==> config.mk <==
export PLATFORM = sky130hd
export DESIGN_NAME = crc5_frame_tx
export DESIGN_NICKNAME = d
export VERILOG_FILES = /design/src/rtl/crc5_frame_tx.sv
export SDC_FILE = /design/constraint.sdc
export NUM_CORES = 1
export LEC_CHECK = 0
export ABC_AREA = 1
export CELL_PAD_IN_SITES_DETAIL_PLACEMENT = 0
export CELL_PAD_IN_SITES_GLOBAL_PLACEMENT = 2
export CORE_UTILIZATION = 32
export DETAILED_ROUTE_END_ITERATION = 8
export PLACE_DENSITY_LB_ADDON = 0.1
export SLEW_MARGIN = 20
export SYNTH_ARGS = -nofsm -noshare
export SYNTH_HDL_FRONTEND = slang
export SYNTH_SLANG_ARGS = --single-unit
==> constraint.sdc <==
create_clock -name clk_i -period 5.6 [get_ports clk_i]
set_input_delay 1.68 -clock clk_i [delete_from_list [all_inputs] [get_ports clk_i]]
set_output_delay 1.68 -clock clk_i [all_outputs]
set_load 0.01 [all_outputs]
==> src/rtl/crc5_frame_tx.sv <==
// Gen2 reader-side short-command serializer: payload MSB-first, then CRC5 (x^5+x^3+1) MSB-first.
// One frame bit per bit_tick_i, visible one clock after the tick; start_i is ignored while busy.
module crc5_frame_tx #(
    parameter int         DATA_W     = 32,
    parameter int         LEN_W      = 6,
    parameter logic [4:0] CRC_PRESET = 5'b01001
) (
    input  logic              clk_i,
    input  logic              reset_i,
    input  logic              start_i,
    input  logic [DATA_W-1:0] data_in_i,
    input  logic [LEN_W-1:0]  data_len_i,
    input  logic              bit_tick_i,
    output logic              busy_o,
    output logic              txbit_o,
    output logic              txbit_valid_o,
    output logic              done_o,
    output logic [4:0]        crc_out_o
);

    typedef enum logic [1:0] {S_IDLE, S_DATA, S_CRC} state_t;

    localparam logic [LEN_W-1:0] DATA_W_L = LEN_W'(DATA_W);
    localparam logic [LEN_W-1:0] CRC_LAST = LEN_W'(4);

    state_t             state_q, state_d;
    logic [DATA_W-1:0]  data_q, data_d;
    logic [LEN_W-1:0]   cnt_q, cnt_d;
    logic [4:0]         crc_q, crc_d;
    logic [4:0]         crc_out_q, crc_out_d;
    logic               txbit_q, txbit_d;
    logic               valid_q, valid_d;
    logic               done_q, done_d;

    logic [LEN_W-1:0]   len;
    logic               fb;
    logic [4:0]         crc_upd;

    always_ff @(posedge clk_i) begin
        if (!reset_i) begin
            state_q   <= S_IDLE;
            data_q    <= '0;
            cnt_q     <= '0;
            crc_q     <= '0;
            crc_out_q <= '0;
            txbit_q   <= 1'b0;
            valid_q   <= 1'b0;
            done_q    <= 1'b0;
        end else begin
            state_q   <= state_d;
            data_q    <= data_d;
            cnt_q     <= cnt_d;
            crc_q     <= crc_d;
            crc_out_q <= crc_out_d;
            txbit_q   <= txbit_d;
            valid_q   <= valid_d;
            done_q    <= done_d;
        end
    end

    // Payload is left-aligned at start so the next bit is always data_q MSB.
    always_comb begin
        len     = (data_len_i > DATA_W_L) ? DATA_W_L : data_len_i;
        fb      = data_q[DATA_W-1] ^ crc_q[4];
        crc_upd = {crc_q[3], crc_q[2] ^ fb, crc_q[1], crc_q[0], fb};
    end

    always_comb begin
        state_d = state_q;
        case (state_q)
            S_IDLE:  if (start_i) state_d = (len == '0) ? S_CRC : S_DATA;
            S_DATA:  if (bit_tick_i && cnt_q == '0) state_d = S_CRC;
            S_CRC:   if (bit_tick_i && cnt_q == '0) state_d = S_IDLE;
            default: state_d = S_IDLE;
        endcase
    end

    always_comb begin
        data_d    = data_q;
        cnt_d     = cnt_q;
        crc_d     = crc_q;
        crc_out_d = crc_out_q;
        txbit_d   = txbit_q;
        valid_d   = 1'b0;
        done_d    = 1'b0;
        case (state_q)
            S_IDLE: begin
                if (start_i) begin
                    data_d = data_in_i << (DATA_W_L - len);
                    crc_d  = CRC_PRESET;
                    if (len == '0) begin
                        cnt_d     = CRC_LAST;
                        crc_out_d = CRC_PRESET;
                    end else begin
                        cnt_d = len - LEN_W'(1);
                    end
                end
            end
            S_DATA: begin
                if (bit_tick_i) begin
                    txbit_d = data_q[DATA_W-1];
                    valid_d = 1'b1;
                    data_d  = data_q << 1;
                    crc_d   = crc_upd;
                    if (cnt_q == '0) begin
                        crc_out_d = crc_upd;
                        cnt_d     = CRC_LAST;
                    end else begin
                        cnt_d = cnt_q - LEN_W'(1);
                    end
                end
            end
            S_CRC: begin
                if (bit_tick_i) begin
                    txbit_d = crc_q[4];
                    valid_d = 1'b1;
                    crc_d   = {crc_q[3:0], 1'b0};
                    if (cnt_q == '0) done_d = 1'b1;
                    else             cnt_d  = cnt_q - LEN_W'(1);
                end
            end
            default: ;
        endcase
    end

    always_comb begin
        busy_o        = (state_q != S_IDLE);
        txbit_o       = txbit_q;
        txbit_valid_o = valid_q;
        done_o        = done_q;
        crc_out_o     = crc_out_q;
    end

endmodule
==> impl_metrics.csv, run 1 <==
group,metric,value,unit
die,core_area,13350,µm²
synthesis,synth_warnings,0,
synthesis,ys_types,31,
finish,multi_input_area,2843,µm²
cts,cts_root_buf,"clkbuf_16",
worst_setup_path,cp_data_arrival_time,4.87,ns
sta,fmax,215.4,MHz
cts,cts_tree,"done",
power_and_ir_drop,p_sw,0.9722,mW
global_routing,grt_pass1_vias,4781,
cts,path_clk_slew,0.06,ns
detailed_routing,drc_errors,0,
cts,cts_buffers,5,
synthesis,synth_nets,791,
place,io_buffers,50,
cts,postCtsSetupBuffers,0,
global_routing,grt_use_met3,3.017,%
synthesis,avgSynthCellArea,5.921,µm²
global_routing,grt_use_total,22.70,%
sta,hold_viol,0,
sta,post-route-min-period,4.643,ns
finish,antennaDiodeCount,0,
cts,cts_max_level,2,
run,maxCapViolations,0,
sta,report.final.slew_viol_count,0,
finish,fin_util,37.80,%
die,start_util,32.96,%
power_and_ir_drop,clockPowerShare,14.9,%
sta,setup_viol,0,
finish,drive_gt1_share,4.849,%
synthesis,synth_area_leaders,"nand3_1 (25%), dfxtp_1 (24%), nand2_1 (16%)",
power_and_ir_drop,vdd_drop_max,0.1998,mV
die,die_y,119.3,µm
power_and_ir_drop,power.density,403.7,nW/µm²
power_and_ir_drop,power_frac_comb,56.4,%
cts,cts_resized,0,
cts,insertion_delay,0.29,ns
synthesis,netlist_area,4399,µm²
power_and_ir_drop,seqPwrFrac,28.8,%
cts,holdBufCountCts,0,
detailed_routing,avgRoutedWirePerCell,16.65,µm
power_and_ir_drop,power.total,2.037,mW
detailed_routing,drt_wl_total,15640,µm
hold_path,min_from,"crc_out_o[4]",
finish,seqCellArea,1061,µm²
global_routing,grt_pass1_wl,25540,µm
global_routing,met2_usage,37.65,%
sta,final.setup.tns,0,ns
global_routing,gr-total-overflow,0,
detailed_routing,via_per_inst,5.333,
worst_setup_path,worstSetupEndpointType,"register",
cts,cts.path.max_buffers,2,
synthesis,yosysSeqAreaShare,24.12,%
global_routing,grt_max_degree,40,
sta,holdWs,0.4670,ns
sta,rsz0062_at_grt,"false",
synthesis,yosys.area.top_type,"nand3_1",
worst_setup_path,worstSetupStartpointType,"input port",
worst_setup_path,cp-startpoint,"data_len_i[5]",
synthesis,synth_top_area_share,25.48,%
worst_setup_path,crit_fanout,29,
worst_setup_path,required,5.83,ns
sta,tightest_slew,1.025,ns
place,gp_congestion,0.8782,
die,pin_count,51,
detailed_routing,first_pass_iters,7,
die,die-area,14220,µm²
synthesis,syn_inst,743,
place,dp_hpwl,11390,µm
cts,numClockSinks,53,
detailed_routing,via_count,5008,
finish,fill_cells,1563,
status,status,"finished clean",
detailed_routing,drt_iter0_drc,380,
global_routing,grt_busiest_layer,"met2",
worst_setup_path,critPathKind,"in2reg",
global_routing,groute.layer.met1.usage,31.36,%
finish,syn_to_final_growth,14.70,%
power_and_ir_drop,leakagePower,2.274,nW
global_routing,antenna_found_initial,0,
power_and_ir_drop,sw_frac_of_total,47.73,%
sta,finalClockSkew,0.007298,ns
worst_setup_path,r2r_start,"state_q[1]",
die,rows,42,
detailed_routing,antenna_left,0,
finish,final_nets,810,
synthesis,ys_ff_latch,53,
hold_path,hp-class,"reg2reg",
sta,fin_crit_sh,82.91,%
power_and_ir_drop,p_int,1.065,mW
die,die_width,119.3,µm
sta,maxSlewHeadroom,31.59,%
==> state kept, by name, summed over array words and instances, names as in the netlist <==
signal and cells:
crc_q 5, txbit_valid_o 1, cnt_q 6, crc_out_o 5, data_q 32, txbit_o 1, state_q 2, done_o 1
==> layer usage <==
metal,up-vias,wire (µm)
li1,2544,-
met1,2328,7565
met2,124,7290
met3,12,601
met4,0,181
met5,-,0
==> placed cells by master (no fill, tap or decap), types with 4 or more instances in the layout <==
cell type,instances
nand3_1,224
nand2_1,182
a21oi_1,70
inv_1,55
dfxtp_1,53
clkdlybuf4s50_1,50
o21ai_0,32
nor2_1,22
o21a_1,8
buf_4,8
a21oi_2,7
ha_1,6
nand2_2,5
clkbuf_16,5
inv_2,4
a31oi_1,4
==> worst paths after layout <==
check	endpoint	slack, ns	depth (start not counted)
worst max-delay path	data_q[16]	0.96	13
worst min-delay path	crc_out_o[4]	0.47	2
worst max register to register	data_q[27]	2.93	12
worst min register to register	crc_out_o[4]	0.47	2
==> worst max-delay path, cell delays in order <==
cell and delay, ns:
clkdlybuf4s50_1 0.47, inv_2 0.46, nand2_2 0.16, ha_1 0.30, inv_1 0.09, nand2_1 0.05
nand2_1 0.74, nand2_1 0.24, nor2_1 0.33, nand2_1 0.09, nand2_1 0.07, nand2_1 0.07
a21oi_2 0.10
==> layout make-up <==
cell class / instances / share of cell area, %
flip-flops and latches: 53 / 21.03
inverters: 60 / 4.463
multi-input cells: 584 / 56.34
repair buffers: 58 / 11.11
clock buffers: 8 / 2.703
well taps: 176 / 4.364
==> cells by family after synthesis <==
family                   Yosys count  share of synthesized area (%)
AND/OR/NAND/NOR                  449                          46.59
buffers and inverters            106                          11.26
AO/OA/AOI/OAI                    125                          15.53
XOR/XNOR                           4                         0.7965
flip-flops                        53                          24.12
adder cells (fa/ha/maj)            6                          1.706
==> cells in the mapped netlist, drive strengths merged <==
master  count
nor2       24
buf        29
nand4       3
inv        58
nand3     225
o21ai      35
clkbuf     17
a31oi       4
or2         2
o211ai      1
a21oi      77
xor2        3
clkinv      2
xnor2       1
nand2     189
ha          6
nand3b      3
dfxtp      53
nor3        3
o21a        8
==> stage by stage <==
stage	instance area, µm²	worst slack (ns)	std cells
after global routing	5046	0.5303	939
final	5046	0.9568	939
after detailed placement	4910	0.4098	931
after floorplan	4399	1.967	743
after CTS	5046	0.7251	939
after global placement	4910	0.4789	931
==> power by group through the flow <==
stage / Combinational, mW / Clock [mW] / Sequential [mW]
floorplan: 0.841 / 0 / 0.578
global placement: 1.15 / 0 / 0.589
detailed placement: 1.14 / 0 / 0.592
CTS: 1.15 / 0.312 / 0.586
global route: 1.30 / 0.327 / 0.602
finish: 1.15 / 0.303 / 0.587
(Power assumes the default switching activity.)
==> inputs of run 2 (changes only) <==
CORE_UTILIZATION = 30   (was 32)
clock period = 4.3 ns   (was 5.6 ns; I/O delays follow)
==> impl_metrics.csv, run 2 (synthesized netlist as in run 1, its figures left out) <==
group,metric,value,unit
power_and_ir_drop,leakagePower,2.301,nW
sta,maxSlewHeadroom,42.82,%
power_and_ir_drop,vdd_drop_max,0.2511,mV
worst_setup_path,cp_common_cell,"nand3_1",
worst_setup_path,required,4.51,ns
die,pin_count,51,
cts,insertion_delay,0.30,ns
sta,report.final.slew_viol_count,0,
detailed_routing,via_count,5040,
cts,numClockSinks,53,
cts,cts_resized,0,
finish,largest_registers,"data_q x32, cnt_q x6",
worst_setup_path,worstSetupEndpointType,"register",
sta,post-route-min-period,3.448,ns
worst_setup_path,crit_fanout,34,
worst_setup_path,path_cells,"clkdlybuf4s50_1 > inv_2 > nand2_2 > ha_1 > clkinv_1 > buf_4 > nand3_1 > nand3_1 > nand3_1 > nand3_1 > nand3_1 > nand2_1 > inv_1",
finish,final_nets,815,
sta,tightest_slew,0.8567,ns
detailed_routing,via_per_inst,5.316,
sta,final.setup.tns,0,ns
power_and_ir_drop,power_frac_comb,56.1,%
global_routing,grt_use_total,21.87,%
power_and_ir_drop,clockPowerShare,15.7,%
finish,layout_common_cells,"nand3_1 (224), nand2_1 (182), a21oi_1 (70), inv_1 (55), dfxtp_1 (53)",
sta,finalClockSkew,0.005886,ns
detailed_routing,drt_iter0_drc,410,
finish,antennaDiodeCount,0,
global_routing,grt_pass1_vias,4874,
power_and_ir_drop,seqPwrFrac,28.2,%
detailed_routing,drc_errors,0,
die,die-area,15150,µm²
die,core_area,14100,µm²
sta,rsz0062_at_grt,"false",
cts,postCtsSetupBuffers,0,
worst_setup_path,cp_num_buf_inv,5,
detailed_routing,first_pass_iters,6,
cts,cts_max_level,2,
global_routing,antenna_found_initial,0,
cts,cts_tree,"done",
cts,path_clk_slew,0.08,ns
power_and_ir_drop,p_sw,1.295,mW
sta,fmax,290.0,MHz
detailed_routing,avgRoutedWirePerCell,16.52,µm
cts,holdBufCountCts,0,
hold_path,hp-class,"reg2reg",
finish,syn_to_final_growth,15.90,%
place,dp_hpwl,11740,µm
worst_setup_path,worst_path_dominant_cell_family,"buffers and inverters",
die,start_util,31.21,%
finish,drive_gt1_share,5.729,%
global_routing,grt_pass1_wl,25780,µm
sta,setup_viol,0,
sta,fin_crit_sh,80.19,%
cts,cts_buffers,5,
power_and_ir_drop,power.density,528.9,nW/µm²
detailed_routing,drt_wl_total,15660,µm
place,io_buffers,50,
global_routing,gr-total-overflow,0,
worst_setup_path,cp_data_arrival_time,3.65,ns
place,gp_congestion,0.8531,
power_and_ir_drop,p_int,1.402,mW
power_and_ir_drop,power.total,2.697,mW
cts,cts.path.max_buffers,2,
finish,largest_register_ffs,32,
worst_setup_path,critPathKind,"in2reg",
status,status,"finished clean",
worst_setup_path,worstSetupStartpointType,"input port",
power_and_ir_drop,sw_frac_of_total,48.01,%
sta,hold_viol,0,
die,rows,43,
finish,largest-register,"data_q",
global_routing,grt_max_degree,40,
die,die_y,123.1,µm
cts,cts_root_buf,"clkbuf_16",
finish,layout_commonest_cell,"nand3_1",
worst_setup_path,slowest_delay,0.47,ns
worst_setup_path,cp_slowest_cell,"clkdlybuf4s50_1",
run,maxCapViolations,0,
die,die_width,123.1,µm
detailed_routing,antenna_left,0,
run 2: cell types whose count changed in the layout (fill, tap and decap cells not counted):
cell        previous run  this run
inv_2                  4         3
clkinv_1               1         2
clkbuf_1               3         0
inv_6                  0         1
clkinv_2               0         1
buf_4                  8        13
clkinvlp_4             0         1
run 2: path summary, 6_finish.rpt:
check,start,end,slack [ns],depth (start not counted)
setup reg to reg,state_q[1],crc_out_o[2],1.78,12
hold / removal,crc_out_o[0],crc_out_o[0],0.47,2
setup / recovery,data_len_i[5],data_q[31],0.85,13
hold reg to reg,crc_out_o[0],crc_out_o[0],0.47,2
run 2: power groups by stage:
stage	Combinational (mW)	Sequential (mW)	Clock, mW
after floorplan	1.10	0.753	0
after detailed placement	1.51	0.772	0
after global placement	1.52	0.769	0
after CTS	1.53	0.761	0.433
after global routing	1.72	0.784	0.448
final	1.51	0.761	0.424
run 2: worst min-delay path, cell delays in order, from the launching register on:
cell and delay, ns:
dfxtp_1 0.31, nand2_1 0.06, a21oi_1 0.05
run 2: final cells by class:
cell class	count	area (µm²)
Clock inverter	3	21.27
Multi-Input combinational cell	584	2843
Clock buffer	5	125.1
Inverter	60	225.2
Timing Repair Buffer	63	598.1
Tap cell	180	225.2
Sequential cell	53	1061
Fill cell	1621	8997
run 2: routing by layer:
layer	wire length (µm)	vias to the layer above	GRT usage, %
li1	-	2561	-
met1	7634	2339	30.14
met2	7199	124	36.76
met3	655	16	2.721
met4	174	0	3.765
met5	0	-	0
run 2: metrics by stage:
step	cell area (µm²)	instances	hold slack [ns]	utilization, %	worst slack, ns
6_report	5099	948	0.4661	36.17	0.8517
5_1_grt	5099	948	0.5134	36.17	0.5832
4_1_cts	5099	948	0.4678	36.17	0.8580
3_5_place_dp	4952	940	0.4560	35.13	0.5522
3_3_place_gp	4952	940	0.4556	35.13	0.5040
2_1_floorplan	4399	743	0.4457	-	1.057
==> inputs of run 3 (changes only) <==
CORE_UTILIZATION = 27   (was 30)
clock period = 2.9 ns   (was 4.3 ns; I/O delays follow)
==> impl_metrics.csv, run 3 (synthesized netlist as in run 1, its figures left out) <==
group,metric,value,unit
finish,largest_registers,"data_q x32, cnt_q x6",
cts,cts_resized,0,
worst_setup_path,slowest_delay,0.52,ns
sta,hold_viol,0,
power_and_ir_drop,power_frac_comb,58.2,%
hold_path,hp-class,"reg2reg",
worst_setup_path,critPathKind,"in2reg",
global_routing,grt_max_degree,39,
sta,maxSlewHeadroom,65.75,%
finish,drive_gt1_share,9.296,%
detailed_routing,via_count,5061,
place,dp_slack,-0.2519,ns
die,core_area,15890,µm²
power_and_ir_drop,leakagePower,2.481,nW
place,gp_congestion,0.8279,
sta,post-route-min-period,2.729,ns
status,status,"finished clean",
worst_setup_path,crit_fanout,33,
worst_setup_path,worstSetupStartpointType,"input port",
sta,fmax,366.4,MHz
sta,finalClockSkew,0.006224,ns
cts,numClockSinks,53,
sta,setup_viol,0,
cts,cts_max_level,2,
place,dp_hpwl,12100,µm
power_and_ir_drop,seqPwrFrac,27.4,%
die,die_width,129.6,µm
global_routing,grt_pass1_wl,25230,µm
worst_setup_path,required,3.10,ns
detailed_routing,drt_wl_total,15780,µm
global_routing,antenna_found_initial,0,
cts,postCtsSetupBuffers,0,
finish,fin_util,34.44,%
power_and_ir_drop,p_int,2.197,mW
sta,fin_crit_sh,94.10,%
finish,syn_to_final_growth,24.35,%
die,die_y,129.6,µm
die,die-area,16810,µm²
cts,path_clk_slew,0.07,ns
die,pin_count,51,
sta,tightest_slew,0.5131,ns
global_routing,grt_pass1_vias,4645,
finish,antennaDiodeCount,0,
run,maxCapViolations,0,
worst_setup_path,cp_common_cell,"nand3_1",
die,start_util,27.69,%
global_routing,gr-total-overflow,0,
finish,final_nets,843,
power_and_ir_drop,vdd_drop_max,0.4161,mV
detailed_routing,first_pass_iters,5,
cts,insertion_delay,0.30,ns
detailed_routing,drc_errors,0,
power_and_ir_drop,clockPowerShare,14.4,%
cts,holdBufCountCts,0,
worst_setup_path,path_cells,"clkdlybuf4s50_1 > buf_4 > nand2_4 > ha_2 > buf_12 > nand3_1 > nand3_1 > nand3_1 > nand3_1 > nand3_1 > nand2_1 > inv_1",
finish,fill_cells,1810,
cts,cts_root_buf,"clkbuf_16",
finish,largest-register,"data_q",
sta,report.final.slew_viol_count,0,
finish,largest_register_ffs,32,
detailed_routing,via_per_inst,5.001,
cts,cts_tree,"done",
sta,fin_ws,0.1711,ns
power_and_ir_drop,p_sw,1.922,mW
detailed_routing,antenna_left,0,
worst_setup_path,cp_data_arrival_time,2.93,ns
worst_setup_path,worstSetupEndpointType,"register",
detailed_routing,drt_iter0_drc,416,
sta,rsz0062_at_grt,"false",
worst_setup_path,cp_slowest_cell,"clkdlybuf4s50_1",
cts,cts_buffers,5,
power_and_ir_drop,sw_frac_of_total,46.67,%
global_routing,grt_use_total,19.37,%
detailed_routing,avgRoutedWirePerCell,15.59,µm
finish,layout_commonest_cell,"nand3_1",
place,io_buffers,50,
power_and_ir_drop,power.density,752.9,nW/µm²
cts,cts.path.max_buffers,2,
die,rows,46,
finish,layout_common_cells,"nand3_1 (223), nand2_1 (182), a21oi_1 (70), inv_1 (55), dfxtp_1 (53)",
==> run 3: cell types whose count changed in the layout (fill, tap and decap cells not counted), sizes merged <==
cell / before / now
clkbuf: 5 / 6
clkinvlp: 1 / 0
buf: 13 / 41
==> run 3: layout make-up <==
class | instances | area (µm²) | share of cell area (%)
clock buffers | 6 | 128.9 | 2.356
inverters | 60 | 225.2 | 4.117
clock inverters | 2 | 10.01 | 0.1830
well taps | 216 | 270.3 | 4.941
multi-input cells | 584 | 2850 | 52.10
flip-flops and latches | 53 | 1061 | 19.40
repair buffers | 91 | 924.6 | 16.90
==> run 3: final timing paths <==
check                                   start            to  slack (ns)  cells after the start
worst max-delay path            data_len_i[0]    data_q[30]        0.17                     12
worst min-delay path             crc_out_o[1]  crc_out_o[1]        0.47                      2
worst max register to register     state_q[1]      cnt_q[0]        0.78                     10
worst min register to register   crc_out_o[1]  crc_out_o[1]        0.47                      2
==> run 3: routing by layer <==
| layer | global-route usage, % | wire length, µm | vias to the layer above |
|---|---|---|---|
| met2 | 31.30 | 7118 | 123 |
| met5 | 0 | 0 | - |
| met1 | 27.74 | 7840 | 2311 |
| met3 | 2.230 | 635 | 14 |
| met4 | 3.488 | 181 | 0 |
| li1 | - | - | 2613 |
==> run 3: per-stage QoR <==
| stage | setup TNS [ns] | std cells | hold WS, ns | power (mW) | cell area [µm²] |
|---|---|---|---|---|---|
| finish | 0 | 1012 | 0.4701 | 4.119 | 5470 |
| global route | 0 | 1012 | 0.4906 | 4.495 | 5470 |
| CTS | 0 | 1012 | 0.4694 | 4.150 | 5459 |
| detailed placement | -5.671 | 1004 | 0.4589 | 3.539 | 5320 |
| global placement | -5.574 | 1004 | 0.4542 | 3.546 | 5320 |
| floorplan | 0 | 743 | 0.4457 | 2.741 | 4399 |
==> run 3: worst max-delay path, delay by kind of cell <==
kind | cells | cell delay (ns)
buffers and inverters | 4 | 0.89
AND/OR/NAND/NOR | 7 | 0.77
adder cells (fa/ha/maj) | 1 | 0.36
==> run 3: power by group through the flow <==
stage	Clock (mW)	Combinational [mW]	Sequential (mW)
floorplan	0	1.62	1.12
global placement	0	2.41	1.13
detailed placement	0	2.40	1.14
CTS	0.614	2.41	1.13
global route	0.641	2.70	1.16
finish	0.594	2.40	1.13
